==> src/rtl/reg_decr_stream_pkg.sv <==
// Shared types and default sizes for the registered stream decrementer.
// Latency: n/a (declarations only).
// Backpressure: n/a (declarations only).
package decr_pkg;

    localparam int DEF_WIDTH = 8;
    localparam int DEF_CNT_W = 16;

    // Occupancy of the two-entry output buffer.
    typedef enum logic [1:0] {
        EMPTY = 2'd0,
        ONE   = 2'd1,
        FULL  = 2'd2
    } buf_st_t;

endpackage

==> src/rtl/reg_decr_stream_skid_buf.sv <==
// Two-entry valid/ready skid buffer: a main output register plus one overflow register.
// Latency: 1 cycle from accept to out_val when the main register is empty or retiring.
// Backpressure: in_rdy is registered (!full), so out_rdy never reaches in_rdy combinationally.
module skid_buf
    import decr_pkg::*;
#(
    parameter int P_W = 9
) (
    input  logic           clk,
    input  logic           rst,
    input  logic           in_val,
    output logic           in_rdy,
    input  logic [P_W-1:0] in_data,
    output logic           out_val,
    input  logic           out_rdy,
    output logic [P_W-1:0] out_data
);

    buf_st_t        st_q, st_d;
    logic [P_W-1:0] main_q, main_d;
    logic [P_W-1:0] skid_q, skid_d;
    logic           in_rdy_q;
    logic           acc;
    logic           ret;

    assign in_rdy   = in_rdy_q;
    assign out_val  = (st_q != EMPTY);
    assign out_data = main_q;
    assign acc      = in_val && in_rdy_q;
    assign ret      = (st_q != EMPTY) && out_rdy;

    // Next occupancy and register contents; the skid entry always drains into main first.
    always_comb begin
        st_d   = st_q;
        main_d = main_q;
        skid_d = skid_q;
        case (st_q)
            EMPTY: begin
                if (acc) begin
                    main_d = in_data;
                    st_d   = ONE;
                end
            end
            ONE: begin
                case ({acc, ret})
                    2'b11: main_d = in_data;
                    2'b10: begin
                        skid_d = in_data;
                        st_d   = FULL;
                    end
                    2'b01: st_d = EMPTY;
                    default: ;
                endcase
            end
            FULL: begin
                if (ret) begin
                    main_d = skid_q;
                    st_d   = ONE;
                end
            end
            default: st_d = EMPTY;
        endcase
    end

    // State registers; ready is held low through reset and derived from the next occupancy.
    always_ff @(posedge clk) begin
        if (!rst) begin
            st_q     <= EMPTY;
            main_q   <= '0;
            skid_q   <= '0;
            in_rdy_q <= 1'b0;
        end else begin
            st_q     <= st_d;
            main_q   <= main_d;
            skid_q   <= skid_d;
            in_rdy_q <= (st_d != FULL);
        end
    end

endmodule

==> src/rtl/reg_decr_stream.sv <==
// Stream decrementer: each accepted word leaves as in_data-1 with a borrow flag; counts borrows.
// Latency: 1 cycle through the skid buffer; 1 word/cycle while out_rdy stays high.
// Backpressure: registered in_rdy from the skid buffer; holds outputs stable while stalled.
module reg_decr_stream
    import decr_pkg::*;
#(
    parameter int WIDTH    = DEF_WIDTH,
    parameter int SATURATE = 0,
    parameter int CNT_W    = DEF_CNT_W
) (
    input  logic             clk,
    input  logic             rst,
    input  logic             in_val,
    output logic             in_rdy,
    input  logic [WIDTH-1:0] in_data,
    output logic             out_val,
    input  logic             out_rdy,
    output logic [WIDTH-1:0] out_data,
    output logic             out_borrow,
    output logic [CNT_W-1:0] borrow_cnt
);

    logic             is_zero;
    logic [WIDTH-1:0] dec_data;
    logic [WIDTH:0]   pay_in;
    logic [WIDTH:0]   pay_out;
    logic             acc;
    logic [CNT_W-1:0] cnt_q, cnt_d;

    assign is_zero = (in_data == '0);
    assign pay_in  = {is_zero, dec_data};
    assign acc     = in_val && in_rdy;

    // Decrement, with zero either wrapping to all-ones or clamping at zero.
    always_comb begin
        dec_data = in_data - WIDTH'(1);
        if (is_zero) begin
            dec_data = (SATURATE != 0) ? '0 : '1;
        end
    end

    skid_buf #(
        .P_W (WIDTH + 1)
    ) u_skid (
        .clk      (clk),
        .rst      (rst),
        .in_val   (in_val),
        .in_rdy   (in_rdy),
        .in_data  (pay_in),
        .out_val  (out_val),
        .out_rdy  (out_rdy),
        .out_data (pay_out)
    );

    assign out_borrow = pay_out[WIDTH];
    assign out_data   = pay_out[WIDTH-1:0];
    assign borrow_cnt = cnt_q;

    // Borrow counter advances on the accept edge of a zero word and sticks at all-ones.
    always_comb begin
        cnt_d = cnt_q;
        if (acc && is_zero && (cnt_q != '1)) begin
            cnt_d = cnt_q + CNT_W'(1);
        end
    end

    // Counter register.
    always_ff @(posedge clk) begin
        if (!rst) begin
            cnt_q <= '0;
        end else begin
            cnt_q <= cnt_d;
        end
    end

endmodule

==> config.mk <==
export PLATFORM = sky130hd
export DESIGN_NAME = reg_decr_stream
export DESIGN_NICKNAME = d
export VERILOG_FILES = /design/src/rtl/reg_decr_stream_pkg.sv /design/src/rtl/reg_decr_stream_skid_buf.sv /design/src/rtl/reg_decr_stream.sv
export SDC_FILE = /design/constraint.sdc
export NUM_CORES = 1
export LEC_CHECK = 0
export CAP_MARGIN = 30
export CORE_MARGIN = 2
export CORE_UTILIZATION = 45
export DETAILED_ROUTE_END_ITERATION = 12
export PLACE_DENSITY = 0.72
export SYNTH_ARGS = -nofsm -noshare
export SYNTH_HDL_FRONTEND = slang
export SYNTH_SLANG_ARGS = --single-unit
export TNS_END_PERCENT = 10
==> constraint.sdc <==
create_clock -name clk -period 8.45 [get_ports clk]
set_clock_uncertainty 0.2 [all_clocks]
set_input_delay 1.69 -clock clk [delete_from_list [all_inputs] [get_ports clk]]
set_output_delay 1.69 -clock clk [all_outputs]
set_load 0.02 [all_outputs]
After elaboration in Yosys (flattened, before gate mapping)

Cells that the tools add are included.

Logic and storage cells: 36
Flip-flop bits (word level): 37
Input port bits: 12
Output and inout port bits: 27

Add/subtract/negate cells: 2
Mux-type cells: 9
Equality and inequality tests: 10
Reductions and logical operators: 10

Operator list:

| operator                                                            | count |
|---|---|
| 9-bit two-way mux                                                   | 3 |
| 9-bit one-hot mux with 3 select lines                               | 1 |
| 16-bit by 1-bit adder with 16-bit output (second input constant)    | 1 |
| 16-bit != test (second input constant)                              | 1 |
| 8-bit zero test                                                     | 1 |
| 8-bit two-way mux                                                   | 1 |
| 8-bit by 1-bit subtractor with 8-bit output (second input constant) | 1 |
| 2-bit == test (second input constant)                               | 3 |
| 2-bit != test (second input constant)                               | 3 |
| 2-bit one-hot mux with 3 select lines                               | 1 |
| 2-bit by 1-bit == test with 1-bit output (second input constant)    | 2 |
| 1-bit logical AND                                                   | 4 |
| 2-bit two-way mux                                                   | 2 |
| 2-bit one-hot mux with 2 select lines                               | 1 |
| 4-bit AND reduction                                                 | 1 |
| 3-bit nonzero test                                                  | 1 |
| 2-bit zero test                                                     | 1 |
| 2-bit by 1-bit != test with 1-bit output (second input constant)    | 1 |
| 2-bit AND reduction                                                 | 1 |
| 2-bit nonzero test                                                  | 1 |

Depth between registers and ports, before layout

Gate-level depths: netlist (run 1).

Word-level depth: 6
Gate-level depth with buffers: 9

Hierarchy

Synthesis (run 1) repeated with hierarchy kept, for this count alone.

Cell total of the unflattened synthesis: 215
Area, all modules: 1963.1 um2

By module, submodules not included:

| module          | instances | area each (um2) | seq. area each (um2) | cells each |
|---|---|---|---|---|
| reg_decr_stream | 1         | 1037.2          | 320.3                | 122 |
| skid_buf        | 1         | 925.9           | 420.4                | 93 |

Least setup slack after synthesis (run 1)

No wires, ideal clock.

Path type: input port to flip-flop
Start point: input port in_data[0]
End point: register cnt_q[12], in the netlist borrow_cnt[12]
Cell stages on the path: 8
Arrival time: 3752 ps
Path slack: 4428 ps
Buffers on the path: 2
Setup time: 71 ps
Required time: 8179 ps
Cell sequence: inv_1 > ha_1 > or3b_2 > buf_2 > or4_1 > buf_2 > or4_1 > a21oi_1

Longest elaborated chain between the ends: 3

Ends and longest elaborated chain:

| what                            | RTL line              | text |
|---|---|---|
| start: declaration              | reg_decr_stream.sv:15 | `input logic [WIDTH-1:0] in_data,` |
| 8-bit zero test                 | reg_decr_stream.sv:30 | `assign is_zero = (in_data == '0);` |
| 1-bit logical AND (2 in series) | reg_decr_stream.sv:62 | `if (acc && is_zero && (cnt_q != '1)) begin` |
| end signal: assignment          | reg_decr_stream.sv:72 | `cnt_q <= cnt_d;` |
| end: declaration                | reg_decr_stream.sv:28 | `logic [CNT_W-1:0] cnt_q, cnt_d;` |

No other way between the ends.
A chain may end at the register's enable or synchronous reset.

Worst setup path in the final report (run 1)

Same ends and word-level chain as after synthesis.

==> flow_summary.toml, run 1 <==
[detailed_routing]
routed_wl_microns = 4440
routed_via_density = 5.79
drtPass1Iterations = 4
final_antenna_net_count = 0
num_vias = 1805
wl_per_cell_microns = 14.2
drc = 0
dr.first_iter.drc_count = 140

[setup_path]
reg2reg_slack_ns = 5.91
cp.required_ns = 8.45
endpoint_kind = "flip-flop"
critPathKind = "input port to flip-flop"
r2r-start = "u_skid.st_q[1]$_SDFF_PN0_"
crit_path_start_kind = "input port"
crit_path_start = "in_data[0]"
worstPathCellList = "clkdlybuf4s50_1, inv_1, ha_1, or3b_2, or4_1, or4_1, a21oi_1"
critPathMaxFanout = 10
path_common_cell = "or4_1"
ff2ff_path_depth = 4
r2r_end = "u_skid.out_data[4]$_SDFFE_PN0P_"
cp.depth = 7
critPathCapture = "borrow_cnt[12]$_SDFFE_PN0P_"
crit_path_top_delay_cell = "or4_1"
critical_path.top_delay_family = "simple AND/OR/NAND/NOR gates"
path_buf_inv = 2
cp.arrival_ns = 4.39
max_stage_delay_ns = 0.71

[final_layout]
syn2layout_area_growth_pct = 25.6
diodes = 0
nets = 276
final_util = 0.591
layout-drive-gt1-share = 0.0763
final_common_cell = "clkdlybuf4s50_1"
final_area_sq_um = 2380
nFillCells = 372
stdcell_count = 312
final_cell_mix = "38 x clkdlybuf4s50_1, 37 x dfxtp_1, 20 x a21oi_1"

[synthesis]
ys_warn_count = 0
synth.avg_cell_area_sq_um = 8.24
synth_adder_area_share = 0.0132
synth-simple-area-share = 0.281
synth.yosys.seq_area_share = 0.391
synth_edf_count = 0
yosysTopAreaCellShare = 0.391
synthArstFlopShare = 0
synth.distinct_cells = 50
syn_nets = 244
yosys-top-cells-area = "dfxtp_1 39%, a21oi_1 5.3%, nand2_1 3.8%, or4_1 3.2%, nor2_1 3.0%"
synth_top_family_by_area = "simple AND/OR/NAND/NOR gates"
synth_compound_gate_area_share = 0.215
synth_area_sq_um = 1890
syn_inst = 230
yosysTopAreaCell = "dfxtp_1"
synth_xor_area_frac = 0.0139
synth_mux_area_frac = 0.0324
synth-main-ff-cell = "dfxtp_1"
synth-seq-cells = 37

[power]
p_per_area_nw_per_um2 = 146
leakagePower_nw = 0.742
ir_drop_mv = 0.0783

[sta]
finalSetupViolCount = 0
tns_ns = 0
timing.fmax_mhz = 228
hold_viol_final = 0
period_minus_slack_ns = 4.39
fin_crit_sh = 0.520
worstMarginPinSlew_ns = 0.965
rsz0062_at_grt = "false"
timing.slew.headroom = 0.357
finalMaxSlewViolations = 0
layout_setup_ws_ns = 4.06

[run_status]
status = "finished clean"

[clock_network]
ctsResizeCount = 0
cts.sinks = 37
postCtsSetupRepairBufs = 0
clockBufferDepth = 2
htreeDepth = 2
worstSkewPairLatency_ns = 0.28
cts_root_buf = "clkbuf_8"
clkTransAtPathRegs_ns = 0.07
cts_inserted_buffers = 5
cts_hold_buf = 0
cts_tree = "done"

[die]
io_pins = 39
core-area_sq_um = 4030
start_util = 0.470
die_w_microns = 68.9
die_area_sq_um = 4740
chipHeight_microns = 68.9
rows = 23

[job]
cap_violations = 0

[global_route]
grt_pass1_vias = 1565
grt_busiest_layer = "met2"
use_met2 = 0.335
grt_first_pass_wirelength_microns = 7090
antenna_found_initial = 0
grtUsageTotal = 0.201
grt_max_degree = 29
grt_overflow_total = 0
use_met1 = 0.257
met3_usage = 0.0341

[place]
gp_congestion = 0.786
dp_cells = 304
place_ws_ns = 3.78
io_buffers = 38
dpl_cell_area_sq_um = 2290
dp_hpwl_microns = 3090

[hold_path]
worstHoldPathType = "flip-flop to flip-flop"
how the worst min path moves through the flow:
stage / from / to / slack [ns] / cells past startpoint
after floorplan: u_skid.skid_q[7]$_SDFFE_PN0P_ / u_skid.skid_q[7]$_SDFFE_PN0P_ / 0.25 / 2
after global placement: u_skid.out_data[2]$_SDFFE_PN0P_ / u_skid.out_data[2]$_SDFFE_PN0P_ / 0.24 / 2
after detailed placement: u_skid.out_data[2]$_SDFFE_PN0P_ / u_skid.out_data[2]$_SDFFE_PN0P_ / 0.24 / 2
after CTS: u_skid.out_data[2]$_SDFFE_PN0P_ / u_skid.out_data[2]$_SDFFE_PN0P_ / 0.25 / 2
after global routing: u_skid.out_data[0]$_SDFFE_PN0P_ / u_skid.out_data[0]$_SDFFE_PN0P_ / 0.29 / 2
final: u_skid.out_data[2]$_SDFFE_PN0P_ / u_skid.out_data[2]$_SDFFE_PN0P_ / 0.25 / 2
per-layer routing:
layer,vias to the layer above,part of all wire
met5,-,0
met4,0,0.015
met3,7,0.044
met2,41,0.47
met1,825,0.47
li1,932,-
sequential cells by signal, indices dropped and copies added, names as in the netlist:
signal / flops
borrow_cnt: 16
u_skid.in_rdy: 1
u_skid.out_data: 9
u_skid.skid_q: 9
u_skid.st_q: 2
area by class of cell:
| type | count | area (sq um) | share of cell area |
|---|---|---|---|
| clock buffer | 7 | 86.3 | 0.0363 |
| inverter | 8 | 30.0 | 0.0126 |
| sequential | 37 | 741 | 0.311 |
| timing repair buffer | 41 | 400 | 0.168 |
| tap | 50 | 62.6 | 0.0263 |
| multi-input combinational | 169 | 1060 | 0.445 |
worst register-to-register path: cells and delay by family (launching register included):
kind | cells | cell delay (ns)
compound gates | 3 | 1.26
simple gates | 1 | 0.61
flops | 1 | 0.42
power by group:
group	leakage (nW)	switching [mW]	internal [mW]
combinational	0.398	0.0222	0.0188
clock	0.0443	0.0597	0.0647
sequential	0.300	0.00252	0.178
synth_stat cells (3+ instances only):
| cell type | number |
|---|---|
| a211oi_1 | 3 |
| a21oi_1 | 20 |
| a311oi_1 | 3 |
| clkbuf_1 | 13 |
| dfxtp_1 | 37 |
| inv_1 | 7 |
| mux2i_1 | 5 |
| nand2_1 | 19 |
| nand2b_1 | 6 |
| nand3_1 | 11 |
| nand4_1 | 5 |
| nor2_1 | 15 |
| nor3_1 | 6 |
| nor4_1 | 9 |
| o211ai_1 | 4 |
| o21ai_0 | 8 |
| o31ai_1 | 7 |
| or3_1 | 3 |
| or4_1 | 8 |
logic make-up after synthesis:
| kind of cell | after synthesis |
|---|---|
| XOR/XNOR | 3 |
| buffers and inverters | 24 |
| AND/OR/NAND/NOR | 97 |
| adder cells (fa/ha/maj) | 2 |
| AO/OA/AOI/OAI | 61 |
| flip-flops | 37 |
| multiplexers | 6 |
through the flow:
| step | total power, mW | hold WS [ns] |
|---|---|---|
| floorplan | 0.209 | 0.251 |
| global placement | 0.225 | 0.240 |
| detailed placement | 0.226 | 0.242 |
| CTS | 0.349 | 0.252 |
| global route | 0.360 | 0.285 |
| finish | 0.346 | 0.249 |
(Power assumes the default switching activity.)
==> inputs of run 2 (changes only) <==
--- a/config.mk
+++ b/config.mk
@@ -9,7 +9,7 @@
 export CORE_MARGIN = 2
 export CORE_UTILIZATION = 45
 export DETAILED_ROUTE_END_ITERATION = 12
-export PLACE_DENSITY = 0.72
+export PLACE_DENSITY = 0.74
 export SYNTH_ARGS = -nofsm -noshare
 export SYNTH_HDL_FRONTEND = slang
 export SYNTH_SLANG_ARGS = --single-unit
==> constraint.sdc (replaced) <==
create_clock -name clk -period 3.75 [get_ports clk]
set_clock_uncertainty 0.2 [all_clocks]
set_input_delay 0.75 -clock clk [delete_from_list [all_inputs] [get_ports clk]]
set_output_delay 0.75 -clock clk [all_outputs]
set_load 0.02 [all_outputs]
==> flow_summary.toml, run 2 (same netlist as run 1, synthesis figures left out) <==
[run_status]
status = "finished clean"

[setup_path]
worstPathCellList = "clkdlybuf4s50_1, inv_1, ha_1, or3b_2, or4_1, or4_1, a21oi_1"
crit_path_start_kind = "input port"
critPathKind = "input port to flip-flop"
max_stage_delay_ns = 0.70
reg2reg_slack_ns = 1.54
cp.required_ns = 3.78
cp.arrival_ns = 3.37
endpoint_kind = "flip-flop"
critical_path.top_delay_family = "simple AND/OR/NAND/NOR gates"
crit_path_start = "in_data[1]"
path_buf_inv = 2
crit_path_top_delay_cell = "or4_1"
r2r-start = "borrow_cnt[0]$_SDFFE_PN0P_"
r2r_end = "borrow_cnt[12]$_SDFFE_PN0P_"
critPathMaxFanout = 10
path_common_cell = "or4_1"
ff2ff_path_depth = 5

[die]
rows = 23
core-area_sq_um = 4030
start_util = 0.470
die_area_sq_um = 4740
die_w_microns = 68.9
chipHeight_microns = 68.9
io_pins = 39

[final_layout]
syn2layout_area_growth_pct = 29.0
largest_register_ffs = 16
layout-drive-gt1-share = 0.0933
final_common_cell = "clkdlybuf4s50_1"
nets = 281
diodes = 0
final_util = 0.607
nFillCells = 388
multi_input_area_sq_um = 1050
regArea_sq_um = 741
final_cell_mix = "38 x clkdlybuf4s50_1, 37 x dfxtp_1, 20 x a21oi_1"

[place]
dp_hpwl_microns = 3190
gp_congestion = 0.873
io_buffers = 38
place_ws_ns = 0.126

[detailed_routing]
drtPass1Iterations = 4
dr.first_iter.drc_count = 106
routed_wl_microns = 4460
final_antenna_net_count = 0
drc = 0
routed_via_density = 5.90
num_vias = 1877
wl_per_cell_microns = 14.0

[clock_network]
cts_inserted_buffers = 5
worstSkewPairLatency_ns = 0.29
cts.sinks = 37
cts_hold_buf = 0
clockBufferDepth = 2
clkTransAtPathRegs_ns = 0.07
ctsResizeCount = 0
cts_root_buf = "clkbuf_8"
postCtsSetupRepairBufs = 0
cts_tree = "done"
htreeDepth = 2

[power]
leakagePower_nw = 0.781
ir_drop_mv = 0.177
p_per_area_nw_per_um2 = 352

[hold_path]
min_delay_path_depth = 2
hold_path_end = "u_skid.out_data[1]$_SDFFE_PN0P_"
worstHoldPathType = "flip-flop to flip-flop"
hp-start = "u_skid.out_data[1]$_SDFFE_PN0P_"

[sta]
fin_crit_sh = 0.891
worstMarginPinSlew_ns = 1.04
timing.slew.headroom = 0.301
layout_setup_ws_ns = 0.410
rsz0062_at_grt = "false"
timing.fmax_mhz = 299
tns_ns = 0
hold_viol_final = 0
finalSetupViolCount = 0
period_minus_slack_ns = 3.34
finalMaxSlewViolations = 0

[global_route]
grt_pass1_vias = 1590
grt_max_degree = 19
grtUsageTotal = 0.208
grt_first_pass_wirelength_microns = 7270
antenna_found_initial = 0
grt_overflow_total = 0

[job]
cap_violations = 0
run 2: worst max path at each step:
stage | cells past startpoint | end | slack [ns]
after CTS | 7 | borrow_cnt[12]$_SDFFE_PN0P_ | 0.41
after detailed placement | 7 | borrow_cnt[12]$_SDFFE_PN0P_ | 0.13
after global placement | 7 | borrow_cnt[12]$_SDFFE_PN0P_ | 0.17
after floorplan | 8 | borrow_cnt[12]$_SDFFE_PN0P_ | 0.67
final | 7 | borrow_cnt[12]$_SDFFE_PN0P_ | 0.41
after global routing | 7 | borrow_cnt[12]$_SDFFE_PN0P_ | 0.31
run 2: report_power, final:
part	switching (mW)	total (mW)	internal (mW)
Sequential	0.00544	0.407	0.402
Clock	0.140	0.356	0.217
Combinational	0.0505	0.0964	0.0460
run 2: final cells by class:
class	instances	share of cell area
Multi-Input combinational cell	169	0.431
Sequential cell	37	0.303
Timing Repair Buffer	46	0.180
Clock buffer	7	0.0353
Tap cell	50	0.0256
Clock inverter	1	0.0123
Inverter	8	0.0123
run 2: stage by stage:
step	instance area (sq um)	cells	hold slack [ns]	power, mW
2_1_floorplan	1890	230	0.251	0.471
3_3_place_gp	2330	310	0.242	0.512
3_5_place_dp	2330	310	0.246	0.513
4_1_cts	2440	318	0.256	0.871
5_1_grt	2440	318	0.278	0.901
6_report	2440	318	0.253	0.860
run 2: layer usage:
metal,GRT usage,up-vias,wire length [microns]
li1,-,942,-
met1,0.259,881,2110
met5,0,-,0
met2,0.351,47,2100
met4,0.0662,0,44
met3,0.0536,7,209
run 2: tightest hold or removal path, cell delays in order (launching register included):
cell	delay (ns)
dfxtp_1	0.31
nand2_1	0.05
a21oi_1	0.05
==> inputs of run 3 (changes only) <==
--- a/config.mk
+++ b/config.mk
@@ -5,11 +5,13 @@
 export SDC_FILE = /design/constraint.sdc
 export NUM_CORES = 1
 export LEC_CHECK = 0
+export ABC_AREA = 1
 export CAP_MARGIN = 30
 export CORE_MARGIN = 2
 export CORE_UTILIZATION = 45
 export DETAILED_ROUTE_END_ITERATION = 12
-export PLACE_DENSITY = 0.74
+export PLACE_DENSITY = 0.73
+export SKIP_LAST_GASP = 1
 export SYNTH_ARGS = -nofsm -noshare
 export SYNTH_HDL_FRONTEND = slang
 export SYNTH_SLANG_ARGS = --single-unit
==> flow_summary.toml, run 3 <==
[run_status]
status = "finished clean"

[power]
p_per_area_nw_per_um2 = 304
leakagePower_nw = 1.04
seq_power_share = 0.520
switchingPower_uw = 212
ir_drop_mv = 0.267
p_int_uw = 573
swShare = 0.270
clkPwrFrac = 0.360
p_comb_frac = 0.121

[sta]
finalSetupViolCount = 0
hold_viol_final = 0
tns_ns = 0
rsz0062_at_grt = "false"
fin_crit_sh = 0.649
timing.slew.headroom = 0.592
period_minus_slack_ns = 2.43
worstMarginPinSlew_ns = 0.608
finalMaxSlewViolations = 0
timing.fmax_mhz = 411

[clock_network]
clockBufferDepth = 2
postCtsSetupRepairBufs = 0
cts_inserted_buffers = 5
cts.sinks = 37
htreeDepth = 2
cts_hold_buf = 0
clkTransAtPathRegs_ns = 0.08
cts_tree = "done"
worstSkewPairLatency_ns = 0.30
cts_root_buf = "clkbuf_8"
ctsResizeCount = 0

[setup_path]
critical_path.top_delay_family = "buffers and inverters"
path_buf_inv = 2
cp.required_ns = 2.80
worstPathCellList = "nor2_1, inv_1, clkdlybuf4s50_1"
critPathKind = "flip-flop to primary output"
cp.arrival_ns = 1.48
endpoint_kind = "primary output"
max_stage_delay_ns = 0.59
crit_path_start_kind = "flip-flop"
critPathMaxFanout = 6
crit_path_top_delay_cell = "clkdlybuf4s50_1"

[global_route]
grt_first_pass_wirelength_microns = 8110
grt_overflow_total = 0
grt_max_degree = 17
grtUsageTotal = 0.196
antenna_found_initial = 0
grt_pass1_vias = 1813

[final_layout]
final_common_cell = "nand2_1"
final_cell_mix = "84 x nand2_1, 40 x nor2_1, 38 x clkdlybuf4s50_1"
diodes = 0
layout-drive-gt1-share = 0.111
stdcell_count = 402
largest_register_ffs = 16
nFillCells = 428
multi_input_area_sq_um = 1170
regArea_sq_um = 741
syn2layout_area_growth_pct = 23.3
nets = 363

[die]
start_util = 0.475
die_area_sq_um = 5220
rows = 24
io_pins = 39
core-area_sq_um = 4410
die_w_microns = 72.3
chipHeight_microns = 72.3

[synthesis]
synth_edf_count = 0
syn_nets = 323
synthArstFlopShare = 0
synth.distinct_cells = 26
yosys-top-cells-area = "dfxtp_1 35%, nand2_1 15%, nor2_1 7.2%, a21oi_1 6.4%, o21ai_0 5.7%"
synth-main-ff-cell = "dfxtp_1"
synth.yosys.seq_area_share = 0.353
synth.avg_cell_area_sq_um = 6.79
synth_area_sq_um = 2100
yosysTopAreaCellShare = 0.353
synth-seq-cells = 37
ys_warn_count = 0
synth.top_cells.by_count = "84 x nand2_1, 40 x nor2_1, 37 x dfxtp_1"
yosysTopAreaCell = "dfxtp_1"
post-synth-top-count-cell = "nand2_1"
syn_inst = 309

[detailed_routing]
num_vias = 2034
dr.first_iter.drc_count = 79
drc = 0
wl_per_cell_microns = 11.4
routed_via_density = 5.06
routed_wl_microns = 4590
final_antenna_net_count = 0
drtPass1Iterations = 4

[place]
dp_cells = 394
gp_congestion = 0.821
dp_hpwl_microns = 3330
io_buffers = 38

[hold_path]
worstHoldPathType = "flip-flop to flip-flop"

[job]
cap_violations = 0
[run 3: changes by cell type after synthesis, moves of 6 or more]
| cell | delta |
|---|---|
| o31ai_1 | -7 |
| a21oi_1 | +7 |
| or4_1 | -8 |
| inv_1 | +25 |
| o21ai_0 | +16 |
| clkbuf_1 | -10 |
| nand2_2 | +7 |
| nand2b_1 | -6 |
| nor3_1 | -6 |
| nor4_1 | -9 |
| a21oi_2 | +10 |
| nand2_1 | +65 |
| nor2_1 | +25 |
[run 3: metrics by stage]
step                      total power [mW]  cell area [sq um]  hold WS [ns]  worst slack (ns)   util
after floorplan                      0.469               2100         0.224              1.68      -
after global placement               0.512               2500         0.234              1.10  0.566
after detailed placement             0.512               2500         0.246              1.04  0.566
after CTS                            0.787               2580         0.259              1.31  0.586
after global routing                 0.813               2580         0.278              1.18  0.586
final                                0.785               2580         0.257              1.32  0.586
[run 3: cell type report]
cell class / count / share of cell area
clock buffer: 5 / 0.0266
clock inverter: 3 / 0.00678
inverter: 33 / 0.0479
multi-input combinational: 232 / 0.454
sequential: 37 / 0.287
tap: 52 / 0.0252
timing repair buffer: 40 / 0.153
[run 3: layer usage]
layer,up-vias,track usage,part of all wire
met5,-,0,0
met3,7,0.0361,0.051
met2,49,0.331,0.48
met4,0,0.0860,0.017
li1,1065,-,-
met1,913,0.244,0.45
[run 3: worst reg2reg max path, cell delays in order, from the launching register on]
cell     delay, ns
dfxtp_1       0.41
ha_1          0.26
nand2_1       0.13
nor2_4        0.18
nand2_4       0.10
nor2_8        0.13
inv_2         0.05
nand2_4       0.18
nand2_1       0.08
a21oi_1       0.14
[run 3: power groups by stage]
stage                     Combinational (mW)  Sequential (mW)  Clock (mW)
after detailed placement              0.0946            0.417           0
final                                 0.0948            0.408       0.283
after global placement                0.0944            0.417           0
after floorplan                       0.0420            0.427           0
after CTS                             0.0953            0.408       0.284
after global routing                   0.105            0.410       0.299
[run 3: worst paths after layout]
check	start	endpoint	slack [ns]	cells past startpoint
worst max-delay path	u_skid.st_q[1]$_SDFF_PN0_	out_val	1.32	3
worst min-delay path	u_skid.skid_q[2]$_SDFFE_PN0P_	u_skid.skid_q[2]$_SDFFE_PN0P_	0.26	2
worst max register to register	borrow_cnt[1]$_SDFFE_PN0P_	borrow_cnt[9]$_SDFFE_PN0P_	1.83	9
worst min register to register	u_skid.skid_q[2]$_SDFFE_PN0P_	u_skid.skid_q[2]$_SDFFE_PN0P_	0.26	2
[run 3: cells by family (layout without fill, tap and decap cells)]
logic type	count (synthesis)	count (layout)	share of synthesized area
AOI/OAI and AO/OA	62	62	0.168
xor gates and xnor gates	9	9	0.0376
adders and majority gates	2	2	0.0119
buffers and inverters	40	81	0.0871
DFF	37	37	0.353
and+or+nand+nor	159	159	0.342
